File: src/rtl/stack_pointer_bank_pkg.sv
// Shared encodings and default bounds for the banked stack-pointer unit.
package stack_pkg;

   typedef enum logic [1:0] {
      SP_HOLD = 2'b00,
      SP_ADD  = 2'b01,
      SP_SUB  = 2'b10,
      SP_LOAD = 2'b11
   } sp_op_t;

   localparam logic [31:0] SP_TOP_DEFAULT   = 32'h0000_0400;
   localparam logic [31:0] SP_LIMIT_DEFAULT = 32'h0000_0000;

endpackage

File: src/rtl/stack_pointer_bank_sp_next_calc.sv
// Next-value and bound-violation computation for one stack pointer.
module sp_next_calc
   import stack_pkg::*;
#(
   parameter int REG_BITS   = 32,
   parameter int DELTA_BITS = 4
) (
   input  logic [REG_BITS-1:0]   sp_i,
   input  logic [1:0]            op_i,
   input  logic [DELTA_BITS-1:0] delta_i,
   input  logic [REG_BITS-1:0]   load_val_i,
   input  logic [REG_BITS-1:0]   sp_top_i,
   input  logic [REG_BITS-1:0]   sp_limit_i,
   output logic [REG_BITS-1:0]   next_o,
   output logic                  ovf_hit_o,
   output logic                  unf_hit_o
);

   logic [REG_BITS:0] delta_ext_s;
   logic [REG_BITS:0] sum_s;
   logic [REG_BITS:0] diff_s;
   logic              zero_step_s;

   // One extra bit keeps carry and borrow visible as the MSB.
   assign delta_ext_s = {{(REG_BITS + 1 - DELTA_BITS){1'b0}}, delta_i};
   assign sum_s       = {1'b0, sp_i} + delta_ext_s;
   assign diff_s      = {1'b0, sp_i} - delta_ext_s;
   assign zero_step_s = (delta_i == {DELTA_BITS{1'b0}});

   // Decode the operation into a candidate value and its violation flags
   always_comb begin
      next_o    = sp_i;
      ovf_hit_o = 1'b0;
      unf_hit_o = 1'b0;
      case (sp_op_t'(op_i))
         SP_ADD: begin
            next_o    = sum_s[REG_BITS-1:0];
            unf_hit_o = !zero_step_s && (sum_s[REG_BITS] || (sum_s[REG_BITS-1:0] > sp_top_i));
         end
         SP_SUB: begin
            next_o    = diff_s[REG_BITS-1:0];
            ovf_hit_o = !zero_step_s && (diff_s[REG_BITS] || (diff_s[REG_BITS-1:0] < sp_limit_i));
         end
         SP_LOAD: begin
            next_o    = load_val_i;
            ovf_hit_o = (load_val_i < sp_limit_i);
            unf_hit_o = (load_val_i > sp_top_i);
         end
         default: begin
            next_o    = sp_i;
            ovf_hit_o = 1'b0;
            unf_hit_o = 1'b0;
         end
      endcase
   end

endmodule

File: src/rtl/stack_pointer_bank.sv
// Banked stack-pointer unit: one SP per bank with hold/add/sub/load updates.
// Bound checking and sticky ovf/unf flags are built only with STACK_BOUNDS_CHECK_EN.
module stack_pointer_bank
   import stack_pkg::*;
#(
   parameter int REG_BITS   = 32,
   parameter int NUM_BANKS  = 2,
   parameter int BANK_W     = (NUM_BANKS > 1) ? $clog2(NUM_BANKS) : 1,
   parameter int DELTA_BITS = 4,
   parameter logic [REG_BITS-1:0] SP_TOP   = REG_BITS'(SP_TOP_DEFAULT),
   parameter logic [REG_BITS-1:0] SP_LIMIT = REG_BITS'(SP_LIMIT_DEFAULT)
) (
   input  logic                  clk,
   input  logic                  rst_n,
   input  logic [BANK_W-1:0]     bank_sel,
   input  logic [1:0]            op,
   input  logic [DELTA_BITS-1:0] delta,
   input  logic [REG_BITS-1:0]   load_val,
   input  logic                  err_clr,
   output logic [REG_BITS-1:0]   sp_out,
   output logic                  ovf,
   output logic                  unf,
   output logic                  err_pulse
);

   logic [REG_BITS-1:0] sp_q [NUM_BANKS];
   logic [REG_BITS-1:0] sp_cur_s;
   logic [REG_BITS-1:0] next_s;
   logic [REG_BITS-1:0] sp_d;
   logic                bank_ok_s;
   logic                ovf_hit_s;
   logic                unf_hit_s;
   logic                reject_s;
   logic                err_pulse_q;
   logic                err_pulse_d;

   assign bank_ok_s = (32'(bank_sel) < 32'(NUM_BANKS));
   assign sp_cur_s  = bank_ok_s ? sp_q[bank_sel] : '0;
   assign sp_out    = sp_cur_s;
   assign err_pulse = err_pulse_q;

   sp_next_calc #(
      .REG_BITS   (REG_BITS),
      .DELTA_BITS (DELTA_BITS)
   ) u_next (
      .sp_i       (sp_cur_s),
      .op_i       (op),
      .delta_i    (delta),
      .load_val_i (load_val),
      .sp_top_i   (SP_TOP),
      .sp_limit_i (SP_LIMIT),
      .next_o     (next_s),
      .ovf_hit_o  (ovf_hit_s),
      .unf_hit_o  (unf_hit_s)
   );

`ifdef STACK_BOUNDS_CHECK_EN
   logic [NUM_BANKS-1:0] ovf_q;
   logic [NUM_BANKS-1:0] ovf_d;
   logic [NUM_BANKS-1:0] unf_q;
   logic [NUM_BANKS-1:0] unf_d;

   assign reject_s = ovf_hit_s | unf_hit_s;
   assign ovf      = bank_ok_s ? ovf_q[bank_sel] : 1'b0;
   assign unf      = bank_ok_s ? unf_q[bank_sel] : 1'b0;

   // Sticky flags of the selected bank: a new violation beats a clear
   always_comb begin
      ovf_d = ovf_q;
      unf_d = unf_q;
      if (bank_ok_s) begin
         if (ovf_hit_s) begin
            ovf_d[bank_sel] = 1'b1;
         end else if (err_clr) begin
            ovf_d[bank_sel] = 1'b0;
         end else begin
            ovf_d[bank_sel] = ovf_q[bank_sel];
         end
         if (unf_hit_s) begin
            unf_d[bank_sel] = 1'b1;
         end else if (err_clr) begin
            unf_d[bank_sel] = 1'b0;
         end else begin
            unf_d[bank_sel] = unf_q[bank_sel];
         end
      end else begin
         ovf_d = ovf_q;
         unf_d = unf_q;
      end
   end

   // Flag registers
   always_ff @(posedge clk or negedge rst_n) begin
      if (!rst_n) begin
         ovf_q <= '0;
         unf_q <= '0;
      end else begin
         ovf_q <= ovf_d;
         unf_q <= unf_d;
      end
   end
`else
   logic unused_check_s;

   assign unused_check_s = ovf_hit_s | unf_hit_s | err_clr;
   assign reject_s       = 1'b0;
   assign ovf            = 1'b0;
   assign unf            = 1'b0;
`endif

   // Rejected updates leave the selected SP untouched
   always_comb begin
      if (reject_s) begin
         sp_d = sp_cur_s;
      end else begin
         sp_d = next_s;
      end
      err_pulse_d = !bank_ok_s || reject_s;
   end

   // Bank register array; only the addressed bank is written
   always_ff @(posedge clk or negedge rst_n) begin
      if (!rst_n) begin
         for (int b = 0; b < NUM_BANKS; b++) begin
            sp_q[b] <= SP_TOP;
         end
      end else begin
         for (int b = 0; b < NUM_BANKS; b++) begin
            if (bank_ok_s && (32'(bank_sel) == 32'(b))) begin
               sp_q[b] <= sp_d;
            end
         end
      end
   end

   // One-cycle error pulse after any rejected update or invalid bank
   always_ff @(posedge clk or negedge rst_n) begin
      if (!rst_n) begin
         err_pulse_q <= 1'b0;
      end else begin
         err_pulse_q <= err_pulse_d;
      end
   end

endmodule

File: config.mk
export PLATFORM = sky130hd
export DESIGN_NAME = stack_pointer_bank
export DESIGN_NICKNAME = d
export VERILOG_FILES = /design/src/rtl/stack_pointer_bank_pkg.sv /design/src/rtl/stack_pointer_bank_sp_next_calc.sv /design/src/rtl/stack_pointer_bank.sv
export SDC_FILE = /design/constraint.sdc
export NUM_CORES = 1
export LEC_CHECK = 0
export CAP_MARGIN = 10
export CORE_ASPECT_RATIO = 1.1
export CORE_MARGIN = 1.5
export CORE_UTILIZATION = 56
export DETAILED_ROUTE_END_ITERATION = 16
export PLACE_DENSITY = 0.79
export RECOVER_POWER = 50
export SYNTH_ARGS = -nofsm -noshare
export SYNTH_HDL_FRONTEND = slang
export SYNTH_SLANG_ARGS = --single-unit
File: constraint.sdc
create_clock -name clk -period 4.3 [get_ports clk]
set_clock_uncertainty 0.2 [all_clocks]
set_input_delay 0.86 -clock clk [delete_from_list [all_inputs] [get_ports clk]]
set_output_delay 0.86 -clock clk [all_outputs]
set_load 0.05 [all_outputs]
==> results.toml <==
[run_status]
violations = "capacitance limit, slew limit"
outcome = "finished with violations"

[global_route]
grt_pass1_wl_mm = 26.6
grt_max_degree = 46
gr-total-overflow = 0
antenna_found_initial = 0
grt_usage = 0.346
grt_pass1_vias = 5646

[route]
drt_iter0_drc = 317
ant_nets = 0
wl_mm = 16.8
via_per_inst = 5.99
wl_per_cell_um = 18.4
vias = 5495
dr.pass1.iters = 6
drcViolationCount = 0

[worst_setup_path]
crit_path_end_kind = "flop"
path_cells = "clkdlybuf4s50_1 > nor3_2 > ha_1 > mux2i_1 > ha_1 > o21a_1 > o31ai_4 > a31oi_2 > o2111a_2 > o21ai_4 > a211oi_4 > buf_6 > o2111ai_2 > buf_4 > a211o_1 > nand3_1"
cpMostUsedCell = "ha_1"
start_kind = "input pin"
critPathKind = "input pin to flop"
cp_data_arrival_time_ps = 4330
cp.required_ps = 4400
cp_slowest_cell = "clkdlybuf4s50_1"
critPathMaxStageDelay_ps = 620
cp_max_fo = 4

[placement]
place_congestion = 0.937
io_buffers = 72
hpwl_mm = 12.5
dp.cells = 897

[power]
p_per_area_mw_per_mm2 = 557
ir_worst_vdd_mv = 0.345
p_total_w = 0.00402
p_leak_nw = 3.33

[sta]
worst_pin_slew_ps = 2670
min_period_ps = 4220
clock.fmax_mhz = 237
setup_viol = 0
whs_ps = 278
tns_ps = 0
final_max_slew_viol_count = 46
rsz0062_at_grt = "yes"
slew-limit-headroom = -0.783
finalHoldViolCount = 0
finalCritPeriodShare = 0.982

[synthesis]
seq_area_frac_synth = 0.306
synthCells = 628
postSynthAreaPerCell_sq_um = 8.34
synthArstFlopShare = 1.00
synth_top_cell_area_share = 0.296
synth-edff-count = 0
synth.distinct_cells = 74
ys_warn_count = 0
synth-seq-cells = 64
synth_area_leader_cell = "dfrtp_1"
netlist_area_sq_mm = 0.00524
synth.most_common_cell = "nand2_1"
netlist_top_cells_area = "dfrtp_1 30%, ha_1 8.1%, mux2_2 6.7%"
synth_ff_type = "dfrtp_1"
yosys-top-cells-count = "69 x nand2_1, 65 x nor2_1, 62 x dfrtp_1"

[floorplanning]
die_area_sq_mm = 0.00994
die-height_um = 104
core-area_sq_mm = 0.00896
ios = 77
rows = 36
die_w_um = 95.2
start_util = 0.584

[clocking]
cts-root-buf = "clkbuf_8"
clockBufferDepth = 2
holdBufCountCts = 0
clk_pin_slew_ps = 80
clock_latency_ps = 370
numCtsBuffers = 9
clkSinkCount = 64
cts_tree = "yes"
htreeDepth = 3

[layout]
fin_nets = 875
largest_register = "sp_q"
drive_gt1_frac = 0.255
top_regs = "sp_q x64"
syn_to_final_growth_pct = 37.9
insertedDiodeCount = 0
largest_reg_flops = 64
stdcell_count = 917
post-route-util = 0.805

[hold_path]
hp-class = "flop to flop"

[job]
max_cap_violations = 1
[final timing paths]
path / start / end / slack [ps] / cells past startpoint
min in group asynchronous: rst_n / sp_q[48] / 1120 / 1
hold reg to reg: sp_q[44] / sp_q[44] / 280 / 2
setup / recovery: delta[2] / sp_q[59] / 80 / 16
max in group asynchronous: rst_n / sp_q[53] / 790 / 2
setup reg to reg: sp_q[0] / sp_q[16] / 790 / 15
hold / removal: sp_q[44] / sp_q[44] / 280 / 2
[stage by stage]
stage	setup slack, ps	instance area (sq um)
final	75.6	7220
after global routing	-58.3	7220
after CTS	19.3	7080
after detailed placement	-429	6820
after global placement	-300	6820
after floorplan	-38.9	5270
[report_power, final]
group          total, W  switching, W  internal [W]
clock          0.000679      0.000264      0.000416
sequential     0.000894      0.000102      0.000792
combinational   0.00245       0.00138       0.00106
total           0.00402       0.00175       0.00227
[cells by family after synthesis]
| family | after synthesis | share of synthesized area |
|---|---|---|
| adder cells (fa/ha/maj) | 36 | 0.0870 |
| flip-flops | 64 | 0.306 |
| buffers and inverters | 57 | 0.0497 |
| AO/OA/AOI/OAI | 196 | 0.245 |
| multiplexers | 45 | 0.0951 |
| AND/OR/NAND/NOR | 209 | 0.181 |
| XOR/XNOR | 20 | 0.0349 |
| other | 1 | 0.000716 |
[per-layer routing]
metal,part of all wire,global-route usage
met1,0.42,0.427
met4,0.030,0.143
met5,0,0
met3,0.056,0.0673
met2,0.50,0.578
[worst max-delay path: cells and delay by family]
kind | cells | cell delay, ps
fa+ha+maj | 2 | 630
mux | 1 | 80
buf+inv | 3 | 940
simple gates | 2 | 150
compound gates | 8 | 1650
[layout by cell type (no fill, tap or decap), types with 3 or more instances in the layout]
cell             netlist  final
and2_1                 3      3
o21a_1                 7      7
conb_1                 1      3
buf_4                  4    118
mux2_2                31     28
nor4_1                 3      3
or3_1                  6      6
ha_1                  34     32
nor2_1                65     63
a21oi_2                2      4
and3_1                 5      5
o22a_1                 6      6
o21ai_0               51     46
a21o_2                 2      3
nor3_1                10      9
o211ai_1               4      4
nor2b_1                4      4
a221o_1                3      3
a31oi_1                7      6
nand3_1               25     25
mux2_4                 1      4
o21ai_1                2      5
mux2i_1               12     11
nand2b_1               8      8
clkbuf_8               3     11
xnor2_1               13     13
a22oi_1                9      9
o21bai_1               6      5
or4_1                  3      3
a32oi_1                4      3
a21oi_1               51     49
xor2_1                 6      6
a21o_1                12     11
clkdlybuf4s50_1        0     69
a211oi_1               4      4
dfrtp_1               62     62
bufinv_16              0      3
nand2_1               69     69
inv_1                 19     18
[repair_timing]
action / in CTS / in global routing
gates cloned: 0 / 0
gates resized for setup: 2 / 25
pin swaps: 0 / 10
endpoints found under the setup margin: 3 / 33
buffers inserted: 0 / 4
[area by class of cell]
class | instances | area [sq um]
multi-input combinational | 509 | 3510
fill | 605 | 1740
timing repair buffer | 193 | 1630
sequential | 64 | 1600
clock buffer | 11 | 151
tap | 114 | 143
clock inverter | 5 | 103
inverter | 21 | 78.8
Power figures use the tool's default switching activity.
